===== config.mk =====
export PLATFORM = sky130hd
export DESIGN_NAME = sum_stream_src
export DESIGN_NICKNAME = d
export VERILOG_FILES = /design/src/rtl/sum_pkg.sv /design/src/rtl/hex7seg.sv /design/src/rtl/sum_stream_src.sv
export SDC_FILE = /design/constraint.sdc
export NUM_CORES = 1
export LEC_CHECK = 0
export BUFFER_PORTS_ARGS = -buffer_cell sky130_fd_sc_hd__buf_2
export CORE_ASPECT_RATIO = 0.9
export CORE_MARGIN = 4
export CORE_UTILIZATION = 40
export DETAILED_ROUTE_END_ITERATION = 12
export SYNTH_ARGS = -nofsm -noshare
export SYNTH_HDL_FRONTEND = slang
export SYNTH_HIERARCHICAL = 1
export SYNTH_SLANG_ARGS = --single-unit

===== constraint.sdc =====
create_clock -name clk -period 3.55 [get_ports clk]
set_input_delay 0.1775 -clock clk [delete_from_list [all_inputs] [get_ports clk]]
set_output_delay 0.1775 -clock clk [all_outputs]
set_load 0.01 [all_outputs]

===== src/rtl/sum_pkg.sv =====
// Shared types and helpers for the summing-thread stream source.
// Holds the FSM state type, datapath width and the 7-segment lookup.
package sum_pkg;

    localparam int SUM_W      = 8;
    localparam int FILTER_LEN = 16;

    typedef enum logic [1:0] {
        IDLE,
        SEND,
        WAIT_DONE,
        CHECK
    } src_state_t;

    // Segment order is {g,f,e,d,c,b,a}; a lit segment is driven low.
    function automatic logic [6:0] seg_decode(input logic [3:0] nib);
        logic [6:0] seg;
        seg = 7'h7F;
        case (nib)
            4'h0: seg = 7'h40;
            4'h1: seg = 7'h79;
            4'h2: seg = 7'h24;
            4'h3: seg = 7'h30;
            4'h4: seg = 7'h19;
            4'h5: seg = 7'h12;
            4'h6: seg = 7'h02;
            4'h7: seg = 7'h78;
            4'h8: seg = 7'h00;
            4'h9: seg = 7'h10;
            4'hA: seg = 7'h08;
            4'hB: seg = 7'h03;
            4'hC: seg = 7'h46;
            4'hD: seg = 7'h21;
            4'hE: seg = 7'h06;
            4'hF: seg = 7'h0E;
            default: seg = 7'h7F;
        endcase
        return seg;
    endfunction

endpackage


===== src/rtl/hex7seg.sv =====
// Nibble to active-low seven-segment decoder for one HEX digit.
module hex7seg
    import sum_pkg::*;
(
    input  logic [3:0] i_nibble,
    output logic [6:0] o_seg
);

    assign o_seg = seg_decode(i_nibble);

endmodule


===== src/rtl/sum_stream_src.sv =====
// Streams stored operands to the go_l/inA summing thread, keeps a reference sum,
// waits for done and compares the downstream-latched result against it.
module sum_stream_src
    import sum_pkg::*;
#(
    parameter int DEPTH   = 16,
    parameter int TIMEOUT = 1024
) (
    input  logic                     clk,
    input  logic                     rst_l,
    input  logic                     i_start_l,
    input  logic                     i_wr_en,
    input  logic [$clog2(DEPTH)-1:0] i_wr_addr,
    input  logic [SUM_W-1:0]         i_wr_data,
    input  logic                     i_done,
    input  logic [SUM_W-1:0]         i_result,
    output logic                     o_go_l,
    output logic [SUM_W-1:0]         o_value_out,
    output logic [SUM_W-1:0]         o_exp_sum,
    output logic                     o_match,
    output logic                     o_timeout,
    output logic                     o_busy,
    output logic [6:0]               o_hex1,
    output logic [6:0]               o_hex0
);

    localparam int AW = $clog2(DEPTH);
    localparam int CW = $clog2(TIMEOUT) + 1;
    localparam int FW = $clog2(FILTER_LEN);

    logic [SUM_W-1:0] r_mem [DEPTH];

    logic [1:0]    r_sync;
    logic [FW-1:0] r_lowCnt;
    logic          r_armed;
    logic          r_goEvt;

    src_state_t    r_state;
    logic [AW-1:0] r_idx;
    logic [CW-1:0] r_waitCnt;

    // The table is frozen while a sequence is running so the reference sum stays coherent.
    always_ff @(posedge clk) begin
        if (i_wr_en && !o_busy) begin
            r_mem[i_wr_addr] <= i_wr_data;
        end
    end

    // A press must read low for FILTER_LEN consecutive synced samples; r_armed limits it to one event.
    always_ff @(posedge clk or negedge rst_l) begin
        if (!rst_l) begin
            r_sync   <= 2'b11;
            r_lowCnt <= '0;
            r_armed  <= 1'b1;
            r_goEvt  <= 1'b0;
        end else begin
            r_sync  <= {r_sync[0], i_start_l};
            r_goEvt <= 1'b0;
            if (r_sync[1]) begin
                r_lowCnt <= '0;
                r_armed  <= 1'b1;
            end else if (r_lowCnt != FW'(FILTER_LEN - 1)) begin
                r_lowCnt <= r_lowCnt + 1'b1;
            end else if (r_armed) begin
                r_goEvt <= 1'b1;
                r_armed <= 1'b0;
            end
        end
    end

    // o_value_out always holds the operand on the bus this cycle, so the sum and the
    // terminator test both key off it.
    always_ff @(posedge clk or negedge rst_l) begin
        if (!rst_l) begin
            r_state     <= IDLE;
            r_idx       <= '0;
            r_waitCnt   <= '0;
            o_go_l      <= 1'b1;
            o_value_out <= '0;
            o_exp_sum   <= '0;
            o_match     <= 1'b0;
            o_timeout   <= 1'b0;
            o_busy      <= 1'b0;
        end else begin
            case (r_state)
                IDLE: begin
                    if (r_goEvt) begin
                        r_state     <= SEND;
                        r_idx       <= '0;
                        o_go_l      <= 1'b0;
                        o_value_out <= r_mem[0];
                        o_exp_sum   <= '0;
                        o_match     <= 1'b0;
                        o_timeout   <= 1'b0;
                        o_busy      <= 1'b1;
                    end
                end
                SEND: begin
                    o_exp_sum <= o_exp_sum + o_value_out;
                    if (o_value_out == '0) begin
                        o_go_l    <= 1'b1;
                        r_waitCnt <= '0;
                        r_state   <= WAIT_DONE;
                    end else if (r_idx == AW'(DEPTH - 1)) begin
                        o_value_out <= '0;
                    end else begin
                        r_idx       <= r_idx + 1'b1;
                        o_value_out <= r_mem[r_idx + 1'b1];
                    end
                end
                WAIT_DONE: begin
                    if (i_done) begin
                        r_state <= CHECK;
                    end else if (r_waitCnt == CW'(TIMEOUT - 1)) begin
                        o_timeout <= 1'b1;
                        o_busy    <= 1'b0;
                        o_match   <= 1'b0;
                        r_state   <= IDLE;
                    end else begin
                        r_waitCnt <= r_waitCnt + 1'b1;
                    end
                end
                CHECK: begin
                    o_match <= (i_result == o_exp_sum);
                    o_busy  <= 1'b0;
                    r_state <= IDLE;
                end
                default: r_state <= IDLE;
            endcase
        end
    end

    hex7seg u_hex1 (
        .i_nibble(o_exp_sum[7:4]),
        .o_seg   (o_hex1)
    );

    hex7seg u_hex0 (
        .i_nibble(o_exp_sum[3:0]),
        .o_seg   (o_hex0)
    );

endmodule


==> results.sh, run 1 <==
export IMPL_synth_fp_nets=576
export IMPL_cp_max_fo=12
export IMPL_regArea_um2=4980
export IMPL_cts_tree="built"
export IMPL_rsz0062_at_grt="no"
export IMPL_antenna_found_initial=0
export IMPL_layout_drive_gt1_share_pct=25.6
export IMPL_die_width_um=157
export IMPL_ys_flop_type="edfxtp_1"
export IMPL_ff2ff_path_depth=8
export IMPL_via_count=4728
export IMPL_nNetsFinal=645
export IMPL_route_detailed_drc=0
export IMPL_finalCritPeriodShare_pct=74.8
export IMPL_fillers=1686
export IMPL_powerDensity_nw_per_um2=801
export IMPL_synth_area_leaders="edfxtp_1 (48%), dfrtp_1 (13%), mux4_2 (11%)"
export IMPL_multi_input_area_um2=2810
export IMPL_clock_skew_ns=0.0121
export IMPL_avgSynthCellArea_um2=15.3
export IMPL_antenna_cells=0
export IMPL_drt_first_pass_iters=5
export IMPL_cap_violations=0
export IMPL_cp_start_kind="flop"
export IMPL_clk_latency_ns=0.44
export IMPL_whs_endpoint="r_mem[10][2]$_DFFE_PP_"
export IMPL_ant_nets=0
export IMPL_coreArea_um2=19300
export IMPL_synth_top_cell_area_share_pct=48.3
export IMPL_fin_ws_ns=0.895
export IMPL_wl_per_cell_um=20.8
export IMPL_htreeDepth=4
export IMPL_rows=48
export IMPL_ys_warn_count=6
export IMPL_clockBufferDepth=2
export IMPL_drt_initial_drc_count=371
export IMPL_yosys_top_cells_count="edfxtp_1 (128), nor2_1 (47), dfrtp_1 (41), mux4_2 (39), ha_1 (29)"
export IMPL_cp_end_kind="flop"
export IMPL_synth_top_area_cell="edfxtp_1"
export IMPL_cts_inserted_buffers=17
export IMPL_finalSetupViolCount=0
export IMPL_overflow=0
export IMPL_areaGrowthSynthToFinish_pct=14.5
export IMPL_place_congestion=0.803
export IMPL_p_leak_nw=3.43
export IMPL_finalHoldViolations=0
export IMPL_slew_viol_final=0
export IMPL_synth_distinct_cells=53
export IMPL_timing_rr_start="r_state[1]$_DFFE_PN0P_"
export IMPL_rrSetupSlack_ns=0.89
export IMPL_layout_min_cycle_time_ns=2.66
export IMPL_min_from="i_wr_data[2]"
export IMPL_slew_headroom_pct=24.0
export IMPL_cp_arrival_ns=3.03
export IMPL_fp_dieArea_um2=22200
export IMPL_grt_pass1_vias=4712
export IMPL_r2r_end="r_waitCnt[5]$_DFFE_PN0P_"
export IMPL_critical_path_class="reg -> reg"
export IMPL_synth_seq_area_share_pct=62.5
export IMPL_grt_start_max_net_pins=34
export IMPL_tns_ns=0
export IMPL_synthCells=521
export IMPL_wl_um=17700
export IMPL_synth_edff_count=128
export IMPL_worstHoldPathType="in -> reg"
export IMPL_synthArstFlopShare_pct=26.0
export IMPL_port_buffers=58
export IMPL_grt_use_total_pct=16.5
export IMPL_worstPathRequired_ns=3.92
export IMPL_outcome="finished clean"
export IMPL_timing_fmax_mhz=377
export IMPL_place_hpwl_um=11800
export IMPL_io_pins=59
export IMPL_clk_pin_slew_ns=0.07
export IMPL_ys_seq_elements=173
export IMPL_ir_worst_vdd_mv=0.432
export IMPL_worstMarginPinSlew_ns=1.13
export IMPL_place_ws_ns=0.917
export IMPL_grt_pass1_wl_um=27600
export IMPL_syn_cell_area_um2=7960
export IMPL_die_y_um=142
export IMPL_cts_root_buf="clkbuf_16"
export IMPL_initial_core_util_pct=41.1
export IMPL_post_synth_top_count_cell="edfxtp_1"
export IMPL_min_path_cells=1
export IMPL_drt_vias_per_instance=5.55
export IMPL_cts_sinks=173
export IMPL_hold_ws_ns=0.128
[per-layer routing]
metal,share of wire (%),track usage (%),vias to the layer above
li1,-,-,2146
met1,45,23.0,2388
met2,47,25.8,168
met3,7.1,4.36,26
met4,1.3,4.57,0
met5,0,0,-
[where the power goes]
part	switching [mW]	total (mW)	internal, mW	leakage [nW]
logic	1.44	2.79	1.35	1.43
clock network	0.843	1.83	0.991	0.281
registers	0.324	2.68	2.35	1.72
total	2.61	7.30	4.69	3.43
[critical path: stages (launching register included)]
cell     delay [ns]
dfrtp_1        0.37
inv_1          0.11
ha_1           0.33
inv_2          0.29
a21o_1         0.17
nor2b_1        0.56
a21oi_2        0.14
or4b_1         0.55
nand2_1        0.08
[stage by stage]
stage	util (%)	std cells	total power, mW	instance area, um2
after floorplan	-	521	4.74	7960
after global placement	44.0	819	5.43	8520
after detailed placement	44.0	819	5.52	8520
after CTS	47.1	852	7.36	9110
after global routing	47.1	852	7.76	9110
final	47.1	852	7.30	9110
[what timing repair did]
item / 4_1_cts / 5_1_grt
buffers inserted: 0 / 0
hold buffers: 2 / 0
gates resized for setup: 0 / 0
endpoints found under the hold margin: 19 / 0
endpoints found under the setup margin: 0 / 0
[sequential cells by signal, summed over array words and instances (netlist names), 2 cells and up]
| signal | count |
|---|---|
| r_waitCnt | 11 |
| r_lowCnt | 4 |
| o_value_out | 8 |
| r_mem | 128 |
| o_exp_sum | 8 |
| r_idx | 4 |
| r_sync | 2 |
| r_state | 2 |
[cell usage in the layout (no fill, tap or decap), types with 14 or more instances in the layout]
cell,n
inv_1,15
mux4_2,39
clkbuf_16,17
ha_1,29
a21oi_1,22
dfrtp_1,40
buf_2,58
edfxtp_1,128
nand2_1,24
nor2_1,47
xor2_1,14
[worst max path at each step]
stage          slack [ns]                   start  depth (start not counted)                          to
3_5_place_dp         0.92  r_state[1]$_DFFE_PN0P_                          8    r_waitCnt[5]$_DFFE_PN0P_
5_1_grt              0.68  r_state[1]$_DFFE_PN0P_                          8    r_waitCnt[5]$_DFFE_PN0P_
4_1_cts              0.88  r_state[1]$_DFFE_PN0P_                          8    r_waitCnt[5]$_DFFE_PN0P_
3_3_place_gp         1.04  r_state[1]$_DFFE_PN0P_                          8    r_waitCnt[5]$_DFFE_PN0P_
2_1_floorplan        1.20    r_idx[0]$_DFFE_PN0P_                          7  o_value_out[0]$_DFFE_PN0P_
6_report             0.89  r_state[1]$_DFFE_PN0P_                          8    r_waitCnt[5]$_DFFE_PN0P_
[cell type report]
| type | count | share of cell area [%] |
|---|---|---|
| multi-input combinational | 313 | 30.8 |
| clock buffer | 17 | 4.67 |
| sequential | 173 | 54.6 |
| inverter | 16 | 0.659 |
| tap | 250 | 3.43 |
| clock inverter | 14 | 1.63 |
| timing repair buffer | 69 | 4.15 |
[cell families (layout without fill, tap and decap cells)]
family	Yosys count	after routing	share of synthesized area [%]
multiplexers	57	57	13.8
adder cells (fa/ha/maj)	30	30	4.81
AND/OR/NAND/NOR	125	125	7.59
flip-flops	173	173	62.5
AO/OA/AOI/OAI	79	79	6.45
XOR/XNOR	22	22	2.61
buffers and inverters	35	116	2.23
Power figures use the tool's default switching activity.
==> inputs of run 2 (changes only) <==
- clock period: 3.55 -> 2.68 ns (I/O delays scaled with it)
==> run 2 against run 1 <==
  * Critical path depth decreased by 1
  * Via count decreased by 0.47%
  * Routed wire length decreased by 5.6%
  * Global-route usage decreased by 0.79 points
  * Worst setup slack got worse by 0.58 ns
  * Power increased by 36%
  * Core utilization increased by 1.2 points
  * Combinational power increased by 41%
  * Sequential share of layout area decreased by 1.4 points
  * Design area increased by 2.6%
  * Non-clock buffer count increased by 22
  * Sequential cell count unchanged
  * Highest routed layer unchanged
==> results.sh, run 2 (synthesis gave the netlist of run 1 again) <==
export IMPL_outcome="finished clean"
export IMPL_wl_met2_um=8100
export IMPL_clock_skew_ns=0.00892
export IMPL_path_cells="buf_4 > inv_1 > ha_1 > and2b_2 > or3b_1 > o21ai_0 > buf_2"
export IMPL_clk_pin_slew_ns=0.07
export IMPL_die_width_um=157
export IMPL_finalSetupViolCount=0
export IMPL_wl_per_cell_um=19.1
export IMPL_min_from="i_done"
export IMPL_overflow=0
export IMPL_grt_pass1_vias=4817
export IMPL_coreArea_um2=19300
export IMPL_drt_initial_drc_count=368
export IMPL_antenna_cells=0
export IMPL_rrSetupSlack_ns=0.49
export IMPL_whs_endpoint="r_state[0]$_DFFE_PN0P_"
export IMPL_timing_rr_start="r_idx[0]$_DFFE_PN0P_"
export IMPL_via_count=4706
export IMPL_worstPathRequired_ns=2.55
export IMPL_areaGrowthSynthToFinish_pct=17.4
export IMPL_clockBufferDepth=2
export IMPL_die_y_um=142
export IMPL_htreeDepth=4
export IMPL_cp_start_kind="flop"
export IMPL_rsz0062_at_grt="no"
export IMPL_largest_reg_flops=128
export IMPL_ff2ff_path_depth=6
export IMPL_drt_first_pass_iters=5
export IMPL_top_layer_used="met4"
export IMPL_ir_worst_vdd_mv=0.522
export IMPL_hold_ws_ns=0.0501
export IMPL_power_mw=9.89
export IMPL_dp_cells=841
export IMPL_io_pins=59
export IMPL_finalHoldViolations=0
export IMPL_crit_buf_inv=3
export IMPL_cp_arrival_ns=2.23
export IMPL_timing_fmax_mhz=423
export IMPL_grt_start_max_net_pins=35
export IMPL_layout_min_cycle_time_ns=2.36
export IMPL_path_delay_family="simple AND/OR/NAND/NOR gates"
export IMPL_cp_end_kind="primary output"
export IMPL_cpPeakStageDelay_ns=0.42
export IMPL_cts_inserted_buffers=17
export IMPL_place_hpwl_um=11600
export IMPL_fp_dieArea_um2=22200
export IMPL_slew_viol_final=0
export IMPL_critical_path_class="reg -> out"
export IMPL_rows=48
export IMPL_worstHoldPathType="in -> reg"
export IMPL_ant_nets=0
export IMPL_met1_length_um=7660
export IMPL_slew_headroom_pct=59.2
export IMPL_cap_violations=0
export IMPL_largest_register="r_mem"
export IMPL_worstMarginPinSlew_ns=0.612
export IMPL_port_buffers=58
export IMPL_cts_setup_buffers=0
export IMPL_clk_latency_ns=0.43
export IMPL_layout_common_cells="edfxtp_1 (128), buf_2 (58), nor2_1 (47)"
export IMPL_tns_ns=0
export IMPL_cts_sinks=173
export IMPL_place_congestion=0.799
export IMPL_initial_core_util_pct=41.1
export IMPL_final_common_cell="edfxtp_1"
export IMPL_layout_drive_gt1_share_pct=28.3
export IMPL_cts_tree="built"
export IMPL_antenna_found_initial=0
export IMPL_grt_use_total_pct=15.7
export IMPL_finalCritPeriodShare_pct=88.1
export IMPL_stdcell_count=875
export IMPL_slowest_stage="dfrtp_1"
export IMPL_cts_root_buf="clkbuf_16"
export IMPL_final_util_pct=48.3
export IMPL_wl_um=16800
export IMPL_nNetsFinal=667
export IMPL_reg_largest_list="r_mem x128, r_waitCnt x11"
export IMPL_wl_met3_um=888
export IMPL_cts_resized=0
export IMPL_min_path_cells=3
export IMPL_grt_pass1_wl_um=26600
export IMPL_route_detailed_drc=0
export IMPL_drt_vias_per_instance=5.38
export IMPL_r2r_end="o_value_out[0]$_DFFE_PN0P_"
export IMPL_p_leak_nw=3.56
export IMPL_cts_hold_buf=2
export IMPL_cp_max_fo=8
export IMPL_powerDensity_nw_per_um2=1060
-- run 2: cell types whose count changed in the layout (fill, tap and decap cells not counted), sizes merged --
cell and delta:
clkinv +4, buf +22, inv -4, clkinvlp +1
-- run 2: layout make-up --
class,count,area (um2)
Fill cell,1658,9990
Tap cell,250,313
Clock inverter,15,198
Timing Repair Buffer,91,568
Multi-Input combinational cell,313,2810
Inverter,16,60.1
Sequential cell,173,4980
Clock buffer,17,425
-- run 2: worst reg2reg max path, stage by stage, from the launching register on --
cell,delay [ns]
dfrtp_2,0.43
ha_1,0.35
buf_12,0.21
mux4_2,0.36
mux4_2,0.47
a22oi_1,0.16
a21oi_1,0.08
-- run 2: per-layer routing --
metal  global-route usage (%)  vias to the layer above
li1                         -                     2192
met1                     22.4                     2382
met2                     24.7                      124
met3                     3.32                        8
met4                     3.93                        0
met5                        0                        -
-- run 2: metrics by stage --
| stage | setup WS [ns] | area, um2 |
|---|---|---|
| 4_1_cts | 0.294 | 9350 |
| 6_report | 0.318 | 9350 |
| 5_1_grt | 0.190 | 9350 |
| 2_1_floorplan | 0.328 | 7960 |
| 3_5_place_dp | 0.502 | 8700 |
| 3_3_place_gp | 0.516 | 8700 |
-- run 2: worst max path at each step --
| stage | startpoint | end | slack [ns] | cells after the start |
|---|---|---|---|---|
| 2_1_floorplan | r_idx[0]$_DFFE_PN0P_ | o_value_out[0]$_DFFE_PN0P_ | 0.33 | 7 |
| 3_3_place_gp | r_idx[0]$_DFFE_PN0P_ | o_value_out[0]$_DFFE_PN0P_ | 0.52 | 6 |
| 3_5_place_dp | r_idx[0]$_DFFE_PN0P_ | o_value_out[0]$_DFFE_PN0P_ | 0.50 | 6 |
| 4_1_cts | o_exp_sum[1]$_DFFE_PN0P_ | o_hex0[0] | 0.29 | 7 |
| 5_1_grt | o_exp_sum[1]$_DFFE_PN0P_ | o_hex0[0] | 0.19 | 7 |
| 6_report | o_exp_sum[1]$_DFFE_PN0P_ | o_hex0[0] | 0.32 | 7 |
-- run 2: power by group --
group	internal [mW]	switching, mW
sequential	3.11	0.354
clock	1.35	1.16
combinational	1.91	2.01
==> inputs of run 3 (changes only) <==
- CORE_ASPECT_RATIO: 0.9 -> default
==> run 3 against run 2 <==
  * Worst hold slack improved by 0.017 ns
  * Count of clock-buffer cells in the layout rose by 1
  * Die area barely moved
  * Worst setup slack improved by 0.039 ns
  * Design area fell by 0.27%
  * Sequential power barely moved
  * Combinational power fell by 1%
  * Cell count rose by 1.9%
  * Sequential share of layout area rose by 0.14 points
  * Global-route usage rose by 0.59 points
  * Sequential cell count did not move
==> results.sh, run 3 (synthesis gave the netlist of run 1 again) <==
export IMPL_critical_path_class="reg -> out"
export IMPL_p_comb_share_pct=40.0
export IMPL_layout_drive_gt1_share_pct=28.4
export IMPL_cts_tree="built"
export IMPL_rsz0062_at_grt="no"
export IMPL_cts_inserted_buffers=17
export IMPL_place_congestion=0.847
export IMPL_die_y_um=149
export IMPL_cts_setup_buffers=0
export IMPL_cp_end_kind="primary output"
export IMPL_worstPathRequired_ns=2.55
export IMPL_netSwitchingPower_mw=3.46
export IMPL_grt_pass1_vias=4760
export IMPL_outcome="finished clean"
export IMPL_whs_endpoint="r_state[0]$_DFFE_PN0P_"
export IMPL_cts_sinks=173
export IMPL_grt_start_max_net_pins=35
export IMPL_rrSetupSlack_ns=0.41
export IMPL_powerDensity_nw_per_um2=1040
export IMPL_ant_nets=0
export IMPL_r2r_end="o_value_out[5]$_DFFE_PN0P_"
export IMPL_coreArea_um2=19500
export IMPL_slowest_stage="dfrtp_1"
export IMPL_layout_min_cycle_time_ns=2.32
export IMPL_p_int_mw=6.25
export IMPL_overflow=0
export IMPL_grt_use_total_pct=16.3
export IMPL_worstHoldPathType="in -> reg"
export IMPL_nNetsFinal=669
export IMPL_worstMarginPinSlew_ns=0.588
export IMPL_antenna_cells=0
export IMPL_finalHoldViolations=0
export IMPL_fp_dieArea_um2=22200
export IMPL_cts_hold_buf=2
export IMPL_timing_rr_start="r_idx[0]$_DFFE_PN0P_"
export IMPL_crit_buf_inv=3
export IMPL_layout_common_cells="edfxtp_1 (128), buf_2 (58), nor2_1 (47)"
export IMPL_fillers=1719
export IMPL_wl_per_cell_um=19.3
export IMPL_finalCritPeriodShare_pct=86.7
export IMPL_clkPwrFrac_pct=24.4
export IMPL_dp_cells=858
export IMPL_switching_share_pct=35.6
export IMPL_seqPwrFrac_pct=35.6
export IMPL_cp_max_fo=8
export IMPL_place_ws_ns=0.432
export IMPL_slew_headroom_pct=60.8
export IMPL_largest_register="r_mem"
export IMPL_die_width_um=149
export IMPL_cpPeakStageDelay_ns=0.41
export IMPL_grt_pass1_wl_um=27200
export IMPL_placed_cell_area_um2=8740
export IMPL_reg_largest_list="r_mem x128, r_waitCnt x11"
export IMPL_clock_skew_ns=0.0104
export IMPL_cp_start_kind="flop"
export IMPL_power_mw=9.70
export IMPL_final_common_cell="edfxtp_1"
export IMPL_drt_initial_drc_count=285
export IMPL_fin_ws_ns=0.357
export IMPL_p_leak_nw=3.56
export IMPL_port_buffers=58
export IMPL_clk_latency_ns=0.43
export IMPL_multi_input_area_um2=2810
export IMPL_drt_first_pass_iters=5
export IMPL_ir_worst_vdd_mv=0.574
export IMPL_antenna_found_initial=0
export IMPL_cts_resized=0
export IMPL_stdcell_count=892
export IMPL_finalSetupViolCount=0
export IMPL_slew_viol_final=0
export IMPL_rows=51
export IMPL_clockBufferDepth=2
export IMPL_drt_vias_per_instance=5.31
export IMPL_place_hpwl_um=12100
export IMPL_initial_core_util_pct=40.8
export IMPL_largest_reg_flops=128
export IMPL_io_pins=59
export IMPL_cts_root_buf="clkbuf_16"
export IMPL_path_delay_family="simple AND/OR/NAND/NOR gates"
export IMPL_via_count=4734
export IMPL_timing_fmax_mhz=430
export IMPL_path_cells="buf_4 > inv_1 > ha_1 > and2b_2 > or3b_1 > o21ai_0 > buf_2"
export IMPL_regArea_um2=4980
export IMPL_ff2ff_path_depth=6
export IMPL_cap_violations=0
export IMPL_min_path_cells=3
export IMPL_wl_um=17200
export IMPL_min_from="i_done"
export IMPL_htreeDepth=4
export IMPL_clk_pin_slew_ns=0.07
export IMPL_final_util_pct=47.7
export IMPL_hold_ws_ns=0.0674
export IMPL_areaGrowthSynthToFinish_pct=17.1
export IMPL_final_cell_area_um2=9320
export IMPL_cp_arrival_ns=2.19
export IMPL_route_detailed_drc=0
export IMPL_tns_ns=0
[run 3: cell types whose count changed in the layout (fill, tap and decap cells not counted)]
cell,change
buf_4,+2
bufinv_16,-1
clkbuf_1,+1
clkinv_8,-5
clkinvlp_4,-2
inv_6,+6
inv_8,+1
[run 3: area by class of cell]
class                           count  share of cell area, %
Sequential cell                   173                   53.4
Multi-Input combinational cell    313                   30.1
Timing Repair Buffer               93                   6.26
Clock buffer                       18                   4.60
Tap cell                          265                   3.56
Clock inverter                     14                   1.45
Inverter                           16                  0.644
[run 3: worst max-delay path by stage]
stage | start | endpoint | slack (ns) | depth (start not counted)
2_1_floorplan | r_idx[0]$_DFFE_PN0P_ | o_value_out[0]$_DFFE_PN0P_ | 0.33 | 7
3_3_place_gp | r_idx[0]$_DFFE_PN0P_ | o_value_out[1]$_DFFE_PN0P_ | 0.50 | 6
3_5_place_dp | r_idx[0]$_DFFE_PN0P_ | o_value_out[5]$_DFFE_PN0P_ | 0.43 | 6
4_1_cts | o_exp_sum[1]$_DFFE_PN0P_ | o_hex0[0] | 0.32 | 7
5_1_grt | o_exp_sum[1]$_DFFE_PN0P_ | o_hex0[0] | 0.19 | 7
6_report | o_exp_sum[1]$_DFFE_PN0P_ | o_hex0[0] | 0.36 | 7
[run 3: layer usage]
metal  GRT usage, %  share of wire (%)
met4           3.84               0.78
met2           25.2                 48
met5              0                  0
met3           3.95                7.1
met1           23.5                 45
[run 3: power groups by stage]
stage / Combinational, mW / Sequential (mW) / Clock, mW
3_5_place_dp: 3.91 / 3.50 / 0
6_report: 3.88 / 3.45 / 2.37
3_3_place_gp: 3.80 / 3.49 / 0
4_1_cts: 3.93 / 3.45 / 2.41
2_1_floorplan: 2.81 / 3.47 / 0
5_1_grt: 4.31 / 3.49 / 2.55
[run 3: worst register-to-register path, delay by kind of cell (launching register included)]
kind / cells / cell delay [ns]
mux: 2 / 0.87
flops: 1 / 0.43
compound gates: 2 / 0.24
buf+inv: 1 / 0.30
fa+ha+maj: 1 / 0.30
